**src/rtl/div_pkg.sv**
```systemverilog
// Shared definitions for the divider slice.
//   DIV_WIDTH   : default operand/result width in bits
//   div_op_e    : operation encoding (RV32M DIV/DIVU/REM/REMU)
//   div_state_e : control FSM states
package div_pkg;

  localparam int DIV_WIDTH = 32;

  typedef enum logic [1:0] {
    DIV  = 2'b00,
    DIVU = 2'b01,
    REM  = 2'b10,
    REMU = 2'b11
  } div_op_e;

  typedef enum logic [1:0] {
    IDLE = 2'b00,
    CALC = 2'b01,
    DONE = 2'b10
  } div_state_e;

endpackage

```
**src/rtl/div_step.sv**
```systemverilog
// One combinational restoring-division step.
// Ports:
//   rem          : current partial remainder
//   dividend_bit : next dividend bit, shifted into the remainder LSB
//   divisor      : divisor magnitude
//   rem_next     : remainder after the trial subtraction
//   quot_bit     : quotient bit produced by this step
module div_step
  import div_pkg::*;
#(
  parameter int WIDTH = DIV_WIDTH
) (
  input  logic [WIDTH-1:0] rem,
  input  logic             dividend_bit,
  input  logic [WIDTH-1:0] divisor,
  output logic [WIDTH-1:0] rem_next,
  output logic             quot_bit
);

  logic [WIDTH:0] shifted;
  logic [WIDTH:0] diff;

  // The shifted remainder needs WIDTH+1 bits; the MSB of the difference is
  // the borrow, so a clear MSB means the trial subtraction succeeded.
  // When it fails the shifted value is below the divisor and fits in WIDTH bits.
  always_comb begin
    shifted  = {rem, dividend_bit};
    diff     = shifted - {1'b0, divisor};
    quot_bit = ~diff[WIDTH];
    rem_next = quot_bit ? diff[WIDTH-1:0] : shifted[WIDTH-1:0];
  end

endmodule

```
**src/rtl/div_unit.sv**
```systemverilog
// Iterative restoring divider for RV32M DIV/DIVU/REM/REMU.
// Produces one quotient bit per cycle; the result appears WIDTH edges after
// the request is accepted, as a single-cycle o_valid pulse.
// Ports:
//   i_clk, i_reset : clock, synchronous active-high reset
//   i_valid/o_ready: request handshake (o_ready high only when idle)
//   i_op, i_a, i_b : operation, dividend, divisor
//   i_flush        : abort the in-flight operation
//   o_valid        : one-cycle result strobe
//   o_result       : quotient or remainder
// Configuration macro:
//   DIV_EARLY_OUT_EN : divide-by-zero and signed-overflow requests skip the
//                      iterative phase and complete in the cycle after acceptance.
module div_unit
  import div_pkg::*;
#(
  parameter int WIDTH = DIV_WIDTH
) (
  input  logic             i_clk,
  input  logic             i_reset,
  input  logic             i_valid,
  output logic             o_ready,
  input  logic [1:0]       i_op,
  input  logic [WIDTH-1:0] i_a,
  input  logic [WIDTH-1:0] i_b,
  input  logic             i_flush,
  output logic             o_valid,
  output logic [WIDTH-1:0] o_result
);

  localparam int CNT_W = $clog2(WIDTH);
  localparam logic [CNT_W-1:0] LAST_STEP = CNT_W'(WIDTH - 1);

  div_state_e       state;
  div_op_e          op;
  logic [WIDTH-1:0] rem_q;
  logic [WIDTH-1:0] quot_q;
  logic [WIDTH-1:0] divisor_q;
  logic [CNT_W-1:0] count;
  logic             neg_quot;
  logic             neg_rem;

  logic             is_signed;
  logic [WIDTH-1:0] abs_a;
  logic [WIDTH-1:0] abs_b;
  logic             req_neg_quot;
  logic             req_neg_rem;

  logic [WIDTH-1:0] step_rem;
  logic             step_bit;
  logic [WIDTH-1:0] final_quot;
  logic [WIDTH-1:0] final_result;

  // Request decode: operand magnitudes and the sign fix-ups to apply at the end.
  // A zero divisor never negates the quotient so that DIV by zero yields -1.
  always_comb begin
    is_signed    = ~i_op[0];
    abs_a        = (is_signed && i_a[WIDTH-1]) ? -i_a : i_a;
    abs_b        = (is_signed && i_b[WIDTH-1]) ? -i_b : i_b;
    req_neg_quot = is_signed && (i_a[WIDTH-1] ^ i_b[WIDTH-1]) && (i_b != '0);
    req_neg_rem  = is_signed && i_a[WIDTH-1];
  end

`ifdef DIV_EARLY_OUT_EN
  localparam logic [WIDTH-1:0] MIN_NEG = {1'b1, {(WIDTH-1){1'b0}}};

  logic             div_zero;
  logic             overflow;
  logic [WIDTH-1:0] early_result;

  // Results for the cases that do not need the iterative loop.
  always_comb begin
    div_zero = (i_b == '0);
    overflow = is_signed && (i_a == MIN_NEG) && (i_b == '1);
    if (div_zero) begin
      early_result = i_op[1] ? i_a : '1;
    end else begin
      early_result = i_op[1] ? '0 : MIN_NEG;
    end
  end
`endif

  // The dividend is preloaded into the quotient register: each step shifts one
  // dividend bit out of the top and one quotient bit in at the bottom.
  div_step #(.WIDTH(WIDTH)) u_step (
    .rem          (rem_q),
    .dividend_bit (quot_q[WIDTH-1]),
    .divisor      (divisor_q),
    .rem_next     (step_rem),
    .quot_bit     (step_bit)
  );

  // Final result uses the values the last step is about to produce, so it can
  // be registered on the same edge that enters DONE.
  always_comb begin
    final_quot = {quot_q[WIDTH-2:0], step_bit};
    if (op == REM || op == REMU) begin
      final_result = neg_rem ? -step_rem : step_rem;
    end else begin
      final_result = neg_quot ? -final_quot : final_quot;
    end
  end

  // Control FSM with registered handshake outputs. Reset and flush both drop
  // the operation; flush takes priority over a new request in IDLE.
  always_ff @(posedge i_clk) begin
    if (i_reset) begin
      state     <= IDLE;
      op        <= DIVU;
      rem_q     <= '0;
      quot_q    <= '0;
      divisor_q <= '0;
      count     <= '0;
      neg_quot  <= 1'b0;
      neg_rem   <= 1'b0;
      o_ready   <= 1'b1;
      o_valid   <= 1'b0;
      o_result  <= '0;
    end else begin
      case (state)
        IDLE: begin
          o_valid <= 1'b0;
          if (i_valid && !i_flush) begin
            op        <= div_op_e'(i_op);
            rem_q     <= '0;
            quot_q    <= abs_a;
            divisor_q <= abs_b;
            count     <= '0;
            neg_quot  <= req_neg_quot;
            neg_rem   <= req_neg_rem;
            o_ready   <= 1'b0;
`ifdef DIV_EARLY_OUT_EN
            if (div_zero || overflow) begin
              state    <= DONE;
              o_valid  <= 1'b1;
              o_result <= early_result;
            end else begin
              state <= CALC;
            end
`else
            state <= CALC;
`endif
          end
        end

        CALC: begin
          if (i_flush) begin
            state   <= IDLE;
            count   <= '0;
            o_ready <= 1'b1;
          end else begin
            rem_q  <= step_rem;
            quot_q <= final_quot;
            if (count == LAST_STEP) begin
              state    <= DONE;
              count    <= '0;
              o_valid  <= 1'b1;
              o_result <= final_result;
            end else begin
              count <= count + 1'b1;
            end
          end
        end

        // DONE lasts exactly one cycle; a flush here leads to the same place.
        DONE: begin
          state   <= IDLE;
          o_valid <= 1'b0;
          o_ready <= 1'b1;
        end

        default: begin
          state   <= IDLE;
          o_valid <= 1'b0;
          o_ready <= 1'b1;
        end
      endcase
    end
  end

endmodule

```
**config.mk**
```make
export PLATFORM = sky130hd
export DESIGN_NAME = div_unit
export DESIGN_NICKNAME = d
export VERILOG_FILES = /design/src/rtl/div_pkg.sv /design/src/rtl/div_step.sv /design/src/rtl/div_unit.sv
export SDC_FILE = /design/constraint.sdc
export NUM_CORES = 1
export LEC_CHECK = 0
export BUFFER_PORTS_ARGS = -buffer_cell sky130_fd_sc_hd__clkbuf_2
export CAP_MARGIN = 25
export CORE_ASPECT_RATIO = 0.8
export CORE_MARGIN = 2
export CORE_UTILIZATION = 50
export DETAILED_ROUTE_END_ITERATION = 10
export GPL_TIMING_DRIVEN = 0
export PLACE_DENSITY = 0.72
export SLEW_MARGIN = 25
export SYNTH_ARGS = -nofsm -noshare
export SYNTH_HDL_FRONTEND = slang
export SYNTH_SLANG_ARGS = --single-unit
```
**constraint.sdc**
```tcl
create_clock -name i_clk -period 5.5 [get_ports i_clk]
set_input_delay 0.825 -clock i_clk [delete_from_list [all_inputs] [get_ports i_clk]]
set_output_delay 0.825 -clock i_clk [all_outputs]
set_load 0.02 [all_outputs]
```
# ---- Word level (Yosys, flattened, before mapping)
# Index checks and enable logic that the tools add are counted.
dict set report totals {
  out_inout_bits 34
  elab_cells 71
  register_bits 141
  input_bits 70
}
dict set report classes {
  n_bitwise 5
  muxes 23
  reduce_logical 18
  eq_ne 8
  n_addsub 6
}
# op count
set ops {}
lappend ops {{$mux W32} 10}
lappend ops {{$neg A32 Y32} 4}
lappend ops {{$pmux W32 S2} 2}
lappend ops {{$sub A33 B32 Y33} 1}
lappend ops {{$reduce_bool A32 Y1} 1}
lappend ops {{$mux W5} 3}
lappend ops {{$pmux W5 S2} 1}
lappend ops {{$reduce_and A2 Y1} 5}
lappend ops {{$mux W2} 3}
lappend ops {{$ne A2 B2 Y1 const B} 3}
lappend ops {{$reduce_and A3 Y1} 2}
lappend ops {{$add A5 B1 Y5 const B} 1}
lappend ops {{$eq A5 B5 Y1 const B} 1}
lappend ops {{$logic_and A1 B1 Y1} 5}
lappend ops {{$eq A2 B2 Y1 const B} 2}
lappend ops {{$not A1 Y1} 4}
lappend ops {{$pmux W2 S2} 1}
lappend ops {{$ne A3 B3 Y1 const B} 1}
lappend ops {{$eq A2 B1 Y1 const B} 1}
lappend ops {{$logic_not A2 Y1} 1}
lappend ops {{$mux W1} 2}
lappend ops {{$pmux W1 S2} 1}
lappend ops {{$reduce_bool A2 Y1} 1}
lappend ops {{$reduce_or A2 Y1} 1}
lappend ops {{other kinds (3)} 3}

# ---- Longest topological paths before layout
# Gate-level depths: netlist of run 1.
dict set report logic_depth {
  word_depth 5
  ltp_mapped 28
  ltp_nobuf 25
}

# ---- By module
# From an unflattened synthesis of run 1, not the netlist that was laid out.
dict set report hier_totals {
  cells_unflattened 1386
  hier_area_um2 10490.1
}
# module seq_area_each_um2 area_each_um2 n_inst cells_each
set by_module_without_submodules {}
lappend by_module_without_submodules {div_unit 2802.7 8234.1 1 1075}
lappend by_module_without_submodules {div_step 0.0 2255.9 1 311}

# ---- Worst setup path after synthesis of run 1
# No wires, ideal clock.
dict set report synth_timing {
  path_kind {register to register}
  from {reg quot_q[31]}
  to {reg o_result[28]}
  t_arrival_ps 5393
  setup_time_ps 66
  stages_incl_launch_ff 24
  slack_ps 41
  synth_period_minus_slack_ps 5459
  path_cell_list {dfxtp_1 -> inv_1 -> ha_1 -> inv_1 -> fa_1 -> a211oi_1 -> o211ai_1 -> a31oi_2 -> nor2_1 -> a221o_1 -> nor2_2 -> buf_2 -> buf_2 -> buf_2 -> mux2i_1 -> ha_1 -> nand2_1 -> nor4_1 -> nand2b_1 -> o41a_1 -> or2_1 -> or4_1 -> a41o_1 -> a21oi_2}
}
dict set report synth_between {
  elab_chain_len 5
}
# item line
set synth_lines {}
lappend synth_lines {{start, declared} div_unit.sv:37} ;# logic [WIDTH-1:0] quot_q;
lappend synth_lines {{start signal, assigned} div_unit.sv:126} ;# quot_q <= abs_a;
lappend synth_lines {{start signal, assigned} div_unit.sv:153} ;# quot_q <= final_quot;
lappend synth_lines {{$sub A33 B32 Y33} div_step.sv:28} ;# diff = shifted - {1'b0, divisor};
lappend synth_lines {{$mux W32 or $not A1 Y1 (tied branches)} {div_step.sv:30, div_step.sv:29}}
lappend synth_lines {{$neg A32 Y32 (on tied branches)} {div_unit.sv:98, div_unit.sv:100}}
lappend synth_lines {{$mux W32 (on tied branches)} {div_unit.sv:98, div_unit.sv:100}}
lappend synth_lines {{$mux W32 *} div_unit.sv:97} ;# if (op == REM || op == REMU) begin
lappend synth_lines {{end signal, assigned} div_unit.sv:158} ;# o_result <= final_result;
lappend synth_lines {{end, declared} div_unit.sv:28} ;# output logic [WIDTH-1:0] o_result
# Mark *: on every way between the ends. The rest lies on a longest branch, timed or not.
# A chain may end at the register's enable or synchronous reset.

# ---- Final worst setup path of run 1
# Same ends and word-level chain as after synthesis.

==> out/qor.txt, run 1 <==
Final #Nets: 1795
Rows: 48
Drt pass-1 iters: 7
Filler cell count: 2036
Vias per cell: 6.39
Initial core utilization: 51.0%
Finished Layout Cells: 1974
Max Slew Vio Count: 0
ANT nets after route: 0
Crit path DAT: 5720 ps
Worst EP required: 5870 ps
Setup TNS: 0 ps
Seq cells post-synth: 140
Largest vdd supply drop: 206 uV
Clock skew: 14.1 ps
Predominant post-synthesis flop cell: dfxtp_1
Relative slew slack: 32.1%
Final WL: 40300 microns
Fin crit share: 97.1%
Root Buffer: clkbuf_16
Mapped Nets: 1647
DP Wirelength: 30900 microns
Average cell area after synthesis: 7.17 sq um
Initial DRC Count: 1608
# port buffers: 103
CTS tree: built
Total track usage: 34.1%
Worst-case clock buffer depth: 2
CTS sink cnt: 140
Worst path cell trace: inv_2, ha_4, inv_2, fa_2, a211oi_2, o211ai_1, a31oi_4, nor2_2, a221o_1, nor2_4, buf_12, mux2i_4, ha_4, nand2_4, nor4_4, nand2b_1, o41a_1, or2_4, or4_1, a41o_1, a21oi_2
Ant diodes: 0
Slowest CP cell: or4_1
Final core occ: 59.8%
Slowest stage delay, CP: 480 ps
Die Span X: 170 microns
Pre-CTS setup slack: -1590 ps
Maxcap violations: 0
Synth area leaders: dfxtp_1 25%, nor2_1 8.4%, a21oi_1 6.5%
Worst skew pair latency: 450 ps
Layout cells sized above 1: 13.4%
Hold crit path type: flip-flop to flip-flop
Routed via count: 12.6k
Ys Warns: 0
Critical Path Start Type: flip-flop
Post-route minimum period: 5340 ps
Yosys top cell area share: 25.4%
Setup ws final: 158 ps
DR WL/cell: 20.4 microns
Critical path class: flip-flop to flip-flop
Gate Count Post-Synth: 1538
Multi-input logic area: 7750 sq um
Core Box Area: 21600 sq um
Cell Area, Synth: 11000 sq um
# DRC: 0
Clk pin slew, worst setup/hold paths: 70 ps
Most numerous cell in the Yosys netlist: nor2_1
Final setup fails: 0
Post-synthesis sequential area ratio: 25.4%
Least-Margin Pin Slew: 1010 ps
Status: complete, no violations
Critical path peak fanout: 8
Power Dens Cells: 238 nW/um^2
Worst path bufs/invs: 3
Async SR Flop Fraction: 0%
GPL Wtd Cong: 0.992
First-pass GRT wire length: 61300 microns
F_max: 187 MHz
Most area-hungry cell type in the Yosys netlist: dfxtp_1
Final Hold Vio Count: 0
DIE AREA: 23300 sq um
Lkg Pwr: 4.99 nW
Area grow syn2layout: 17.2%
RSZ-0062 raised after global routing: yes
Initial antenna violation count: 0
Height of the die: 137 microns
Largest net degree at the start of global routing: 20
Worst Setup End Kind: flip-flop
Power, Total: 3.07 mW
Post-synth EDFFs: 0
Post-CTS Hold Fix Bufs: 0
TritonCTS buffer count: 17
I/O Pins: 104
Placed cell count: 1916
Most common library cells after synthesis: 248 x nor2_1, 143 x a21oi_1, 140 x dfxtp_1
Grt total ovfl: 0
CTS H-tree lvls: 4
Vias in the first global route: 11.1k
Crit path max-delay family: compound AO/OA/AOI/OAI gates
Storage cell area: 2810 sq um
Post-synth cell types: 74
## state kept, by name (all words and copies together), names as in the netlist
name	flops
count	5
divisor_q	32
neg_quot	1
neg_rem	1
o_ready	1
o_result	32
o_valid	1
op	1
quot_q	32
rem_q	32
state	2
## worst paths after layout
check | start | end | slack (ps) | cells after the start
worst min-delay path | count[3] | count[3] | 450 | 1
worst min register to register | count[3] | count[3] | 450 | 1
worst max register to register | quot_q[31] | o_result[28] | 160 | 21
worst max-delay path | quot_q[31] | o_result[28] | 160 | 21
## logic make-up (layout without fill, tap and decap cells)
kind of cell    Yosys count  in the layout  share of synthesized area (%)
compound gates          486            486                           28.6
xor+xnor                124            124                           9.85
fa+ha+maj                39             39                           4.49
buf+inv                 160            321                           5.71
flops                   140            140                           25.4
mux                      33             33                           3.09
simple gates            556            556                           22.8
## cell usage in the layout, fill, tap and decap left out, types with 14 or more instances in the layout
| cell | instances |
|---|---|
| a31oi_1 | 36 |
| clkbuf_1 | 87 |
| a311oi_1 | 14 |
| or3_1 | 22 |
| nor2_1 | 246 |
| nand2_1 | 109 |
| inv_1 | 51 |
| mux2i_1 | 24 |
| o31ai_1 | 26 |
| nor4_1 | 19 |
| clkbuf_2 | 103 |
| dfxtp_1 | 138 |
| nor3_1 | 47 |
| a21oi_1 | 142 |
| buf_4 | 29 |
| o21ai_0 | 87 |
| xor2_1 | 51 |
| ha_1 | 36 |
| a211oi_1 | 65 |
| xnor2_1 | 73 |
| nand3_1 | 27 |
| clkbuf_16 | 19 |
## routing by layer
metal  part of all wire (%)  vias to the layer above  global-route usage [%]
met1                     46                     5884                    51.6
li1                       -                     5891                       -
met4                    2.3                        0                    9.02
met5                      0                        -                       0
met2                     40                      730                    47.7
met3                     12                       99                    8.10
## report_power, final
| group | switching, mW | internal, mW |
|---|---|---|
| combinational | 0.506 | 0.281 |
| sequential | 0.0379 | 1.05 |
| clock | 0.551 | 0.648 |
## worst register-to-register path, delay by kind of cell (launching register included)
| family | cells | cell delay [ps] |
|---|---|---|
| compound gates | 7 | 1980 |
| mux | 1 | 280 |
| flops | 1 | 330 |
| buf+inv | 3 | 290 |
| fa+ha+maj | 3 | 710 |
| simple gates | 7 | 1670 |
## timing repair
action	in CTS	in global routing
endpoints found under the setup margin	14	8
resized for setup	34	21
cloned	0	2
pin swaps	9	16
buffers inserted	10	19
## metrics by stage
step	instance area [sq um]	hold WS [ps]
floorplan	11000	415
global placement	11900	437
detailed placement	11900	444
CTS	12700	455
global route	12900	477
finish	12900	451
## final cells by class
cell class / instances / area share (%)
Tap cell: 275 / 2.66
Inverter: 56 / 1.67
Multi-Input combinational cell: 1238 / 60.0
Timing Repair Buffer: 134 / 6.06
Clock buffer: 17 / 3.29
Buffer: 99 / 3.25
Sequential cell: 140 / 21.7
Clock inverter: 15 / 1.37
Note: power is estimated with default switching activity, not from simulation.
==> inputs of run 2 (changes only) <==
--- a/config.mk
+++ b/config.mk
@@ -13,6 +13,7 @@
 export DETAILED_ROUTE_END_ITERATION = 10
 export GPL_TIMING_DRIVEN = 0
 export PLACE_DENSITY = 0.72
+export SETUP_SLACK_MARGIN = 0.3
 export SLEW_MARGIN = 25
 export SYNTH_ARGS = -nofsm -noshare
 export SYNTH_HDL_FRONTEND = slang
==> run 2 against run 1 <==
Clock skew decreased by 4.9 ps. Setup slack improved by 44 ps. Largest power group unchanged. Cell count increased by 0.10%. Largest cell class unchanged.
==> out/qor.txt, run 2 (synthesized netlist as in run 1, its figures left out) <==
Status: complete, no violations
GPL Wtd Cong: 0.961
# DRC: 0
Initial antenna violation count: 1
Sw Pwr: 1.07 mW
Largest net degree at the start of global routing: 17
First-pass GRT wire length: 61800 microns
Int Pwr: 2.03 mW
Post-route minimum period: 5300 ps
Initial DRC Count: 1535
Least-Margin Pin Slew: 1040 ps
Max Slew Vio Count: 0
ANT nets after route: 0
CTS sink cnt: 140
Area grow syn2layout: 18.1%
Worst skew pair latency: 450 ps
Vias per cell: 6.37
Clk pin slew, worst setup/hold paths: 70 ps
Rows: 48
Ant diodes: 0
Post-CTS Hold Fix Bufs: 0
F_max: 189 MHz
Placed cell count: 1916
Switching share of power: 34.4%
Fin crit share: 96.3%
Largest vdd supply drop: 226 uV
DR WL/cell: 20.3 microns
Hold crit path type: flip-flop to flip-flop
Vias in the first global route: 11.4k
Total track usage: 34.3%
Grt total ovfl: 0
Crit path top cell by count: inv_2
Drt pass-1 iters: 7
Routed via count: 12.6k
Height of the die: 137 microns
Worst path bufs/invs: 8
Filler cell count: 2016
Placement-stage cell area: 11900 sq um
Critical path class: flip-flop to flip-flop
Finished Layout Cells: 1976
FF-to-FF setup slack: 200 ps
Crit path depth: 29
Initial core utilization: 51.0%
Core Box Area: 21600 sq um
R2R depth: 29
Commonest non-fill, non-tap cell in the layout: nor2_1
Layout cells sized above 1: 14.1%
Crit path DAT: 5680 ps
Relative slew slack: 29.8%
Clk pwr share: 39.0%
Comb power frac: 25.8%
Worst-case clock buffer depth: 2
DP Wirelength: 30700 microns
Critical Path Start Type: flip-flop
Maxcap violations: 0
Root Buffer: clkbuf_16
Setup ws final: 202 ps
Die Span X: 170 microns
Slowest CP cell: or4_4
Setup TNS: 0 ps
Finished Cell Area: 13000 sq um
Final Hold Vio Count: 0
Final core occ: 60.2%
Critical path peak fanout: 6
Final WL: 40000 microns
CTS H-tree lvls: 4
Power, Total: 3.10 mW
Clock skew: 9.27 ps
Final #Nets: 1797
Lkg Pwr: 5.02 nW
Worst Setup End Kind: flip-flop
Worst Hold Slack: 453 ps
I/O Pins: 104
RSZ-0062 raised after global routing: yes
Hold Path Stages: 1
Worst R2R End: o_result[28]
Worst EP required: 5880 ps
TritonCTS buffer count: 17
Final setup fails: 0
Worst hold endpoint: count[3]
Slowest stage delay, CP: 470 ps
Crit path max-delay family: compound AO/OA/AOI/OAI gates
Worst hold start: count[3]
Register share of total power: 35.2%
Pre-CTS setup slack: -1110 ps
DIE AREA: 23300 sq um
# port buffers: 103
Power Dens Cells: 238 nW/um^2
Most frequent cells in the layout: 246 x nor2_1, 143 x a21oi_1, 136 x dfxtp_1, 108 x nand2_1, 104 x clkbuf_2
Worst R2R Start: quot_q[31]
CTS tree: built
==> run 2: how the worst max path moves through the flow <==
stage / from / to / slack (ps)
6_report: quot_q[31] / o_result[28] / 200
4_1_cts: quot_q[31] / o_result[28] / 120
3_5_place_dp: quot_q[31] / o_result[28] / -1110
5_1_grt: quot_q[31] / o_result[28] / 30
3_3_place_gp: quot_q[31] / o_result[28] / -990
2_1_floorplan: quot_q[31] / o_result[28] / 330
==> run 2: area by class of cell <==
class / count / area (sq um) / area share, %
well taps: 275 / 344 / 2.64
plain buffers: 104 / 487 / 3.74
flip-flops and latches: 140 / 2810 / 21.6
repair buffers: 131 / 729 / 5.60
clock inverters: 14 / 156 / 1.20
inverters: 56 / 213 / 1.63
clock buffers: 18 / 439 / 3.37
multi-input cells: 1238 / 7840 / 60.2
==> run 2: layer usage <==
metal	share of wire, %	vias to the layer above	track usage (%)	wire [microns]
li1	-	5885	-	-
met1	45	5892	50.0	18100
met2	41	725	49.7	16300
met3	12	74	8.91	4800
met4	1.8	2	9.26	730
met5	0.14	-	1.74	57
==> run 2: timing repair <==
action	CTS	global route
gates resized for setup	44	29
hold endpoints to repair	0	0
setup buffers	17	11
setup endpoints to repair	15	10
pin swaps	19	20
gates cloned	0	0
==> run 2: power by group through the flow <==
stage / Clock, mW / Sequential (mW) / Combinational (mW)
floorplan: 0 / 1.10 / 0.500
CTS: 1.21 / 1.09 / 0.748
global route: 1.25 / 1.09 / 0.864
finish: 1.21 / 1.09 / 0.798
global placement: 0 / 1.11 / 0.692
detailed placement: 0 / 1.11 / 0.702
